### src/rtl/warp_issue_unit.sv
// warp_issue_unit: issue stage in front of lane_array.
// Buffers instructions in a small FIFO and applies the active-lane mask. It issues one op at a
// time and holds instruction/lane_enable until the lanes report ready. Zero-mask ops are retired
// as "skipped" and never reach the lanes.
// Optional feature: define WARP_ISSUE_TIMEOUT_EN to add a WAIT-state watchdog (timeout_err_o).
// NUM_LANES mirrors warp_pkg::NUM_LANES_DEFAULT so this file stays self-contained.

module warp_issue_unit #(
    parameter int unsigned NUM_LANES  = 8,
    parameter int unsigned FIFO_DEPTH = 4,
    parameter int unsigned CNT_WIDTH  = 16,
    parameter int unsigned TIMEOUT    = 1024
) (
    input  logic                 clk,
    input  logic                 rst_n,
    input  logic                 instr_valid_i,
    input  logic [31:0]          instr_data_i,
    output logic                 instr_ready_o,
    input  logic                 mask_we_i,
    input  logic [NUM_LANES-1:0] mask_in_i,
    input  logic                 flush_i,
    output logic                 execute_o,
    output logic [31:0]          instruction_o,
    output logic [NUM_LANES-1:0] lane_enable_o,
    input  logic                 lane_ready_i,
    output logic                 busy_o,
    output logic [CNT_WIDTH-1:0] retired_count_o,
    output logic [CNT_WIDTH-1:0] skipped_count_o,
    output logic                 timeout_err_o
);

    localparam int unsigned AW = $clog2(FIFO_DEPTH);
    localparam logic [AW:0] PtrOne = 1;
    localparam logic [CNT_WIDTH-1:0] CntOne = 1;

    typedef enum logic {StIdle, StWait} state_e;

    state_e               state_q;
    logic                 execute_q;
    logic [31:0]          instr_q;
    logic [NUM_LANES-1:0] lane_en_q;
    logic [NUM_LANES-1:0] mask_q;
    logic [CNT_WIDTH-1:0] retired_q;
    logic [CNT_WIDTH-1:0] skipped_q;

    logic [31:0] mem_q [FIFO_DEPTH];
    logic [AW:0] wptr_q;
    logic [AW:0] rptr_q;
    logic        empty;
    logic        full;
    logic        push;
    logic        pop;
    logic [31:0] head;
    logic        retire;
    logic        timeout_hit;

    // The extra pointer MSB distinguishes full from empty when the indices match.
    assign empty = (wptr_q == rptr_q);
    assign full  = (wptr_q[AW] != rptr_q[AW]) && (wptr_q[AW-1:0] == rptr_q[AW-1:0]);
    assign head  = mem_q[rptr_q[AW-1:0]];

    assign push   = instr_valid_i && !full && !flush_i;
    assign pop    = (state_q == StIdle) && !empty && lane_ready_i && !flush_i;
    // lane_ready is ignored while execute is still high (first WAIT cycle).
    assign retire = (state_q == StWait) && !execute_q && lane_ready_i;

    // FIFO storage: data only, no reset needed.
    always_ff @(posedge clk) begin
        if (push) begin
            mem_q[wptr_q[AW-1:0]] <= instr_data_i;
        end
    end

    // FIFO pointers; flush empties the buffer and wins over push and pop.
    always_ff @(posedge clk or negedge rst_n) begin
        if (!rst_n) begin
            wptr_q <= '0;
            rptr_q <= '0;
        end else if (flush_i) begin
            wptr_q <= '0;
            rptr_q <= '0;
        end else begin
            if (push) wptr_q <= wptr_q + PtrOne;
            if (pop)  rptr_q <= rptr_q + PtrOne;
        end
    end

    // Active-lane mask; an issue in the same cycle still sees the old value.
    always_ff @(posedge clk or negedge rst_n) begin
        if (!rst_n) begin
            mask_q <= '1;
        end else if (mask_we_i) begin
            mask_q <= mask_in_i;
        end
    end

    // Issue FSM with registered execute/instruction/lane_enable and retire/skip counters.
    always_ff @(posedge clk or negedge rst_n) begin
        if (!rst_n) begin
            state_q   <= StIdle;
            execute_q <= 1'b0;
            instr_q   <= '0;
            lane_en_q <= '0;
            retired_q <= '0;
            skipped_q <= '0;
        end else begin
            execute_q <= 1'b0;
            unique case (state_q)
                StIdle: begin
                    if (pop) begin
                        if (mask_q != '0) begin
                            instr_q   <= head;
                            lane_en_q <= mask_q;
                            execute_q <= 1'b1;
                            state_q   <= StWait;
                        end else begin
                            skipped_q <= skipped_q + CntOne;
                        end
                    end
                end
                StWait: begin
                    if (retire) begin
                        retired_q <= retired_q + CntOne;
                        state_q   <= StIdle;
                    end else if (timeout_hit) begin
                        state_q <= StIdle;
                    end
                end
                default: state_q <= StIdle;
            endcase
        end
    end

`ifdef WARP_ISSUE_TIMEOUT_EN
    localparam int unsigned TW = $clog2(TIMEOUT + 1);
    localparam logic [TW-1:0] WaitLast = TW'(TIMEOUT - 1);
    localparam logic [TW-1:0] WaitOne  = 1;

    logic [TW-1:0] wait_cnt_q;
    logic          timeout_err_q;

    // Fires in the TIMEOUT-th WAIT cycle unless the lanes retire the op in that same cycle.
    assign timeout_hit = (state_q == StWait) && !retire && (wait_cnt_q == WaitLast);

    // Watchdog: counts WAIT cycles; the error flag is sticky until reset.
    always_ff @(posedge clk or negedge rst_n) begin
        if (!rst_n) begin
            wait_cnt_q    <= '0;
            timeout_err_q <= 1'b0;
        end else begin
            if (state_q == StWait && !retire && !timeout_hit) begin
                wait_cnt_q <= wait_cnt_q + WaitOne;
            end else begin
                wait_cnt_q <= '0;
            end
            if (timeout_hit) timeout_err_q <= 1'b1;
        end
    end

    assign timeout_err_o = timeout_err_q;
`else
    logic unused_timeout;

    assign unused_timeout = (TIMEOUT == 0);
    assign timeout_hit    = 1'b0;
    assign timeout_err_o  = 1'b0;
`endif

    assign instr_ready_o   = !full;
    assign execute_o       = execute_q;
    assign instruction_o   = instr_q;
    assign lane_enable_o   = lane_en_q;
    assign busy_o          = (state_q != StIdle) || !empty;
    assign retired_count_o = retired_q;
    assign skipped_count_o = skipped_q;

endmodule

### config.mk
export PLATFORM = sky130hd
export DESIGN_NAME = warp_issue_unit
export DESIGN_NICKNAME = d
export VERILOG_FILES = /design/src/rtl/warp_issue_unit.sv
export SDC_FILE = /design/constraint.sdc
export NUM_CORES = 1
export LEC_CHECK = 0
export ABC_AREA = 1
export BUFFER_PORTS_ARGS = -buffer_cell sky130_fd_sc_hd__buf_2
export CAP_MARGIN = 20
export CORE_ASPECT_RATIO = 0.7
export CORE_MARGIN = 8
export CORE_UTILIZATION = 50
export DETAILED_ROUTE_END_ITERATION = 16
export PLACE_DENSITY = 0.72
export SYNTH_ARGS = -nofsm -noshare
export SYNTH_HDL_FRONTEND = slang
export SYNTH_SLANG_ARGS = --single-unit
### constraint.sdc
create_clock -name clk -period 3.4 [get_ports clk]
set_input_delay 0.68 -clock clk [delete_from_list [all_inputs] [get_ports clk]]
set_output_delay 0.68 -clock clk [all_outputs]
set_load 0.02 [all_outputs]
==> flow_summary_export.csv, run 1 <==
group,metric,value,unit
outcome,status,"finished, final reports clean",
global_routing,grt_pass1_wl,30820,um
timing,finalCriticalPeriod,2531,ps
worst_setup_path,crit_type,"flip-flop to output port",
clock_tree,clock_path_buffers,3,
cells_and_area,fillers,1452,
synthesis,post-synth-top-count-cell,"nand2_1",
synthesis,synth_top_area_cell,"edfxtp_1",
floorplan,core,17220,sq um
timing,clock.fmax,395.0,MHz
power_and_ir_drop,leakage,0.004535,uW
power_and_ir_drop,finalPower,6956,uW
timing,finClkSkew,17.69,ps
worst_setup_path,crit_path_max_fanout,6,
global_routing,gr-total-overflow,0,
floorplan,die_y,127.1,um
clock_tree,clk_latency,490,ps
synthesis,yosys_warnings,0,
power_and_ir_drop,share_comb_of_total_power,0.202,
synthesis,synth_common_cells,"229 x nand2_1, 128 x edfxtp_1, 97 x nor2_1",
route,drc,0,
power_and_ir_drop,p_switching,2106,uW
clock_tree,path_clk_slew,70,ps
floorplan,die-area,22190,sq um
route,vias_per_cell,5.124,
floorplan,die-width,174.7,um
cells_and_area,final_cells,1170,
power_and_ir_drop,ir_drop,339.9,uV
route,wl_per_cell,16.47,um
synthesis,synth-edff-count,128,
power_and_ir_drop,p_sw_frac,0.3028,
synthesis,synth_seq_cells,216,
place,hpwl,12070,um
clock_tree,root_buffer,"clkbuf_16",
worst_hold_path,hp-class,"primary input to asynchronous set/reset pin",
synthesis,syn_nets,853,
synthesis,syn_area,8810,sq um
synthesis,syn_area_per_cell,11.01,sq um
timing,slew_headroom,0.3301,
synthesis,ys_seq_area_frac,0.6874,
timing,drv_slew,0,
floorplan,num_rows,40,
cells_and_area,drive_gt1_frac,0.2058,
clock_tree,cts-buffers-inserted,21,
power_and_ir_drop,p_int,4849,uW
worst_setup_path,setup.worst_path.end_class,"output port",
clock_tree,post-cts-setup-buffers,0,
flow_run,maxCapViolCount,0,
global_routing,first_global_vias,5778,
worst_setup_path,start_kind,"flip-flop",
power_and_ir_drop,p_per_area,671.7,nW/um^2
global_routing,antenna_found_initial,2,
synthesis,ys_top_cells_by_area,"edfxtp_1 44%, dfrtp_1 23%, nand2_1 9.8%",
power_and_ir_drop,p_seq_frac,0.476,
timing,tightest_slew,1005,ps
clock_tree,cts_tree,"yes",
place,finalWeightedCongestion,0.8203,
place,place_inst,1131,
timing,fin_crit_sh,0.7446,
floorplan,start_util,0.5117,
cells_and_area,synthToLayoutAreaGrowth,17.54,%
worst_setup_path,cp.arrival,1850,ps
worst_setup_path,cp.required,2720,ps
timing,fin_tns_setup,0,ps
route,ant_nets,0,
synthesis,synth_flop_cell,"edfxtp_1",
synthesis,yosysTopAreaCellShare,0.4363,
global_routing,grt_max_degree,69,
clock_tree,htreeDepth,1,
clock_tree,clkSinkCount,216,
place,portBuffers,120,
route,drt-total-wl,19270,um
route,vias,5995,
cells_and_area,fin_nets,976,
power_and_ir_drop,p_clk_frac,0.322,
timing,rsz0062_at_grt,"false",
route,dr.first_iter.drc_count,423,
clock_tree,cts_hold_buffers,0,
clock_tree,post_cts_resized,0,
floorplan,io_pins,122,
synthesis,synthArstFlopShare,0.4074,
global_routing,grt_usage,0.1707,
timing,finalSetupViolCount,0,
timing,hold_viol_final,0,
synthesis,ys_types,28,
route,firstDrtPassIters,5,
synthesis,syn_inst,800,
## logic make-up after synthesis
| family | Yosys count | synth area share |
|---|---|---|
| buffers and inverters | 71 | 0.03309 |
| AOI/OAI and AO/OA | 102 | 0.06249 |
| and+or+nand+nor | 371 | 0.1726 |
| xor gates and xnor gates | 24 | 0.02386 |
| adders and majority gates | 7 | 0.009941 |
| DFF | 216 | 0.6874 |
| other | 1 | 0.0004257 |
| muxes | 8 | 0.01023 |
## power groups by stage
stage	clock (uW)	sequential, uW	combinational (uW)
CTS	2300	3310	1430
global placement	0	3350	1400
floorplan	0	3640	591
finish	2240	3310	1400
detailed placement	0	3350	1420
global route	2390	3350	1560
## worst max-delay path, cell delays in order (launching register included)
cell	delay (ps)
dfrtp_1	440
xnor2_1	360
nand4_1	300
buf_2	270
## per-layer routing
layer | up-vias | global-route usage | part of all wire
met5 | - | 0 | 0.00052
met4 | 2 | 0.03529 | 0.011
met3 | 21 | 0.04032 | 0.068
met2 | 158 | 0.2573 | 0.44
met1 | 2871 | 0.2490 | 0.48
li1 | 2943 | - | -
## cells in the final DEF, fill, tap and decap left out, drive strengths merged
cell	instances
nand2	230
buf	132
edfxtp	128
nor2	100
dfrtp	80
o21ai	70
inv	40
o22ai	32
nand3	26
clkbuf	25
nand4	14
xnor2	13
xor2	11
mux2	8
dfstp	8
ha	7
clkinv	7
clkinvlp	3
bufinv	2
diode	1
nor3b	1
conb	1
## per-stage QoR
| stage | area (sq um) | setup WS, ps | util | hold slack [ps] |
|---|---|---|---|---|
| 2_1_floorplan | 8810 | 444.3 | - | 384.4 |
| 3_3_place_gp | 9691 | 1047 | 0.5629 | 456.9 |
| 3_5_place_dp | 9691 | 984.4 | 0.5629 | 459.3 |
| 4_1_cts | 10350 | 840.8 | 0.6013 | 241.6 |
| 5_1_grt | 10350 | 694.4 | 0.6015 | 277.6 |
| 6_report | 10350 | 868.5 | 0.6015 | 231.4 |
## sequential cells by signal, indices dropped and copies added (netlist names), 3 cells and up
signal,cells
instruction_o,32
lane_enable_o,8
mask_q,8
mem_q,128
retired_count_o,16
rptr_q,3
skipped_count_o,16
wptr_q,3
## cell type report
type | count | area [sq um] | share of cell area
Sequential cell | 216 | 6057 | 0.5849
Clock buffer | 25 | 540.5 | 0.05220
Inverter | 39 | 146.4 | 0.01414
Clock inverter | 13 | 121.4 | 0.01172
Timing Repair Buffer | 132 | 705.7 | 0.06815
Tap cell | 231 | 289.0 | 0.02791
Multi-Input combinational cell | 513 | 2492 | 0.2407
Antenna cell | 1 | 2.502 | 0.0002417
## final timing paths
path,start,end,slack [ps],cells past startpoint
worst max-delay path,wptr_q[0],instr_ready_o,870,3
worst min-delay path,rst_n,retired_count_o[4],230,1
max in group asynchronous,rst_n,mask_q[2],2470,2
worst max register to register,rptr_q[0],instruction_o[8],1100,6
worst min register to register,instruction_o[22],instruction_o[22],470,2
min in group clk,instr_data_i[28],mem_q[0][28],400,1
Note: power is estimated with default switching activity, not from simulation.
==> run 2: changes to the inputs <==
Clock period 3.4 ns to 2.63 ns, I/O delays scaled along.
==> flow_summary_export.csv, run 2 (synthesis gave the netlist of run 1 again) <==
group,metric,value,unit
clock_tree,clk_latency,490,ps
cells_and_area,multi_input_area,2492,sq um
timing,hold-worst-slack,247.5,ps
timing,finalCriticalPeriod,2371,ps
clock_tree,cts_hold_buffers,1,
clock_tree,clkSinkCount,216,
floorplan,num_rows,40,
clock_tree,clock_path_buffers,3,
global_routing,antenna_found_initial,2,
route,dr.first_iter.drc_count,440,
place,place_inst,1131,
floorplan,die-width,174.7,um
timing,drv_slew,0,
global_routing,grt_max_degree,69,
timing,clock.fmax,421.7,MHz
cells_and_area,diodes,0,
clock_tree,htreeDepth,1,
place,portBuffers,120,
timing,slew_headroom,0.3127,
timing,hold_viol_final,0,
clock_tree,root_buffer,"clkbuf_16",
global_routing,gr-total-overflow,0,
route,ant_nets,0,
worst_setup_path,cp.arrival,1850,ps
cells_and_area,final_cell_mix,"229 x nand2_1, 128 x edfxtp_1, 119 x buf_2",
global_routing,grt_usage,0.1692,
timing,fin_crit_sh,0.9016,
timing,finalSetupViolCount,0,
worst_setup_path,crit_path_max_fanout,5,
worst_setup_path,start_kind,"flip-flop",
worst_setup_path,reg2regPathDepth,5,
route,drt-total-wl,18910,um
route,firstDrtPassIters,5,
power_and_ir_drop,p_per_area,882.2,nW/um^2
flow_run,maxCapViolCount,0,
floorplan,start_util,0.5117,
route,wl_per_cell,16.16,um
floorplan,die_y,127.1,um
cells_and_area,synthToLayoutAreaGrowth,18.34,%
worst_setup_path,crit_type,"flip-flop to output port",
cells_and_area,final_common_cell,"nand2_1",
cells_and_area,final_cells,1170,
worst_hold_path,whs_path_depth,1,
route,drc,0,
outcome,status,"finished, final reports clean",
power_and_ir_drop,ir_drop,612.8,uV
floorplan,core,17220,sq um
worst_setup_path,cp.required,2100,ps
global_routing,grt_pass1_wl,30740,um
clock_tree,cts_tree,"yes",
route,vias,5946,
cells_and_area,drive_gt1_frac,0.2077,
timing,rsz0062_at_grt,"false",
place,finalWeightedCongestion,0.8106,
clock_tree,post-cts-setup-buffers,0,
worst_setup_path,setup.worst_path.end_class,"output port",
route,vias_per_cell,5.082,
floorplan,die-area,22190,sq um
cells_and_area,regArea,6057,sq um
clock_tree,path_clk_slew,70,ps
timing,fin_tns_setup,0,ps
timing,finClkSkew,9.138,ps
cells_and_area,fin_nets,977,
power_and_ir_drop,leakage,0.004571,uW
place,hpwl,12200,um
cells_and_area,fillers,1415,
global_routing,first_global_vias,5767,
floorplan,io_pins,122,
timing,tightest_slew,1028,ps
clock_tree,cts-buffers-inserted,21,
cells_and_area,largest_register_ffs,128,
worst_hold_path,hp-class,"primary input to flip-flop",
clock_tree,post_cts_resized,0,
## run 2: layout make-up
cell class | instances | area share
sequential | 216 | 0.5810
clock inverter | 14 | 0.01680
tap | 231 | 0.02772
multi-input combinational | 513 | 0.2391
inverter | 39 | 0.01404
clock buffer | 24 | 0.05149
timing repair buffer | 133 | 0.06985
## run 2: final timing paths
path,start,end,slack (ps)
setup / recovery,wptr_q[0],instr_ready_o,260
hold / removal,instr_data_i[28],mem_q[0][28],250
setup reg to reg,wptr_q[0],mem_q[3][29],370
hold reg to reg,instruction_o[12],instruction_o[12],470
max in group asynchronous,rst_n,mask_q[7],1350
min in group asynchronous,rst_n,instruction_o[22],530
## run 2: per-layer routing
layer / GRT usage / part of all wire
met5: 0 / 0.0012
met4: 0.03479 / 0.013
met3: 0.04356 / 0.070
met2: 0.2520 / 0.43
met1: 0.2473 / 0.49
## run 2: per-stage QoR
step,total power [uW],setup WS [ps],cell area (sq um),utilization
2_1_floorplan,5467,-325.7,8810,-
3_3_place_gp,6142,401.0,9703,0.5636
3_5_place_dp,6180,352.7,9703,0.5636
4_1_cts,9278,252.2,10430,0.6055
5_1_grt,9633,193.7,10430,0.6055
6_report,9197,258.8,10430,0.6055
## run 2: power breakdown
group          internal (uW)  switching (uW)
sequential              4020             228
combinational            591            1260
clock                   1870            1240
total                   6470            2720
## run 2: critical path: stages (launching register included)
cell and delay, ps:
dfrtp_1 450, xnor2_1 370, nand4_1 180, buf_4 190
buf_2 160
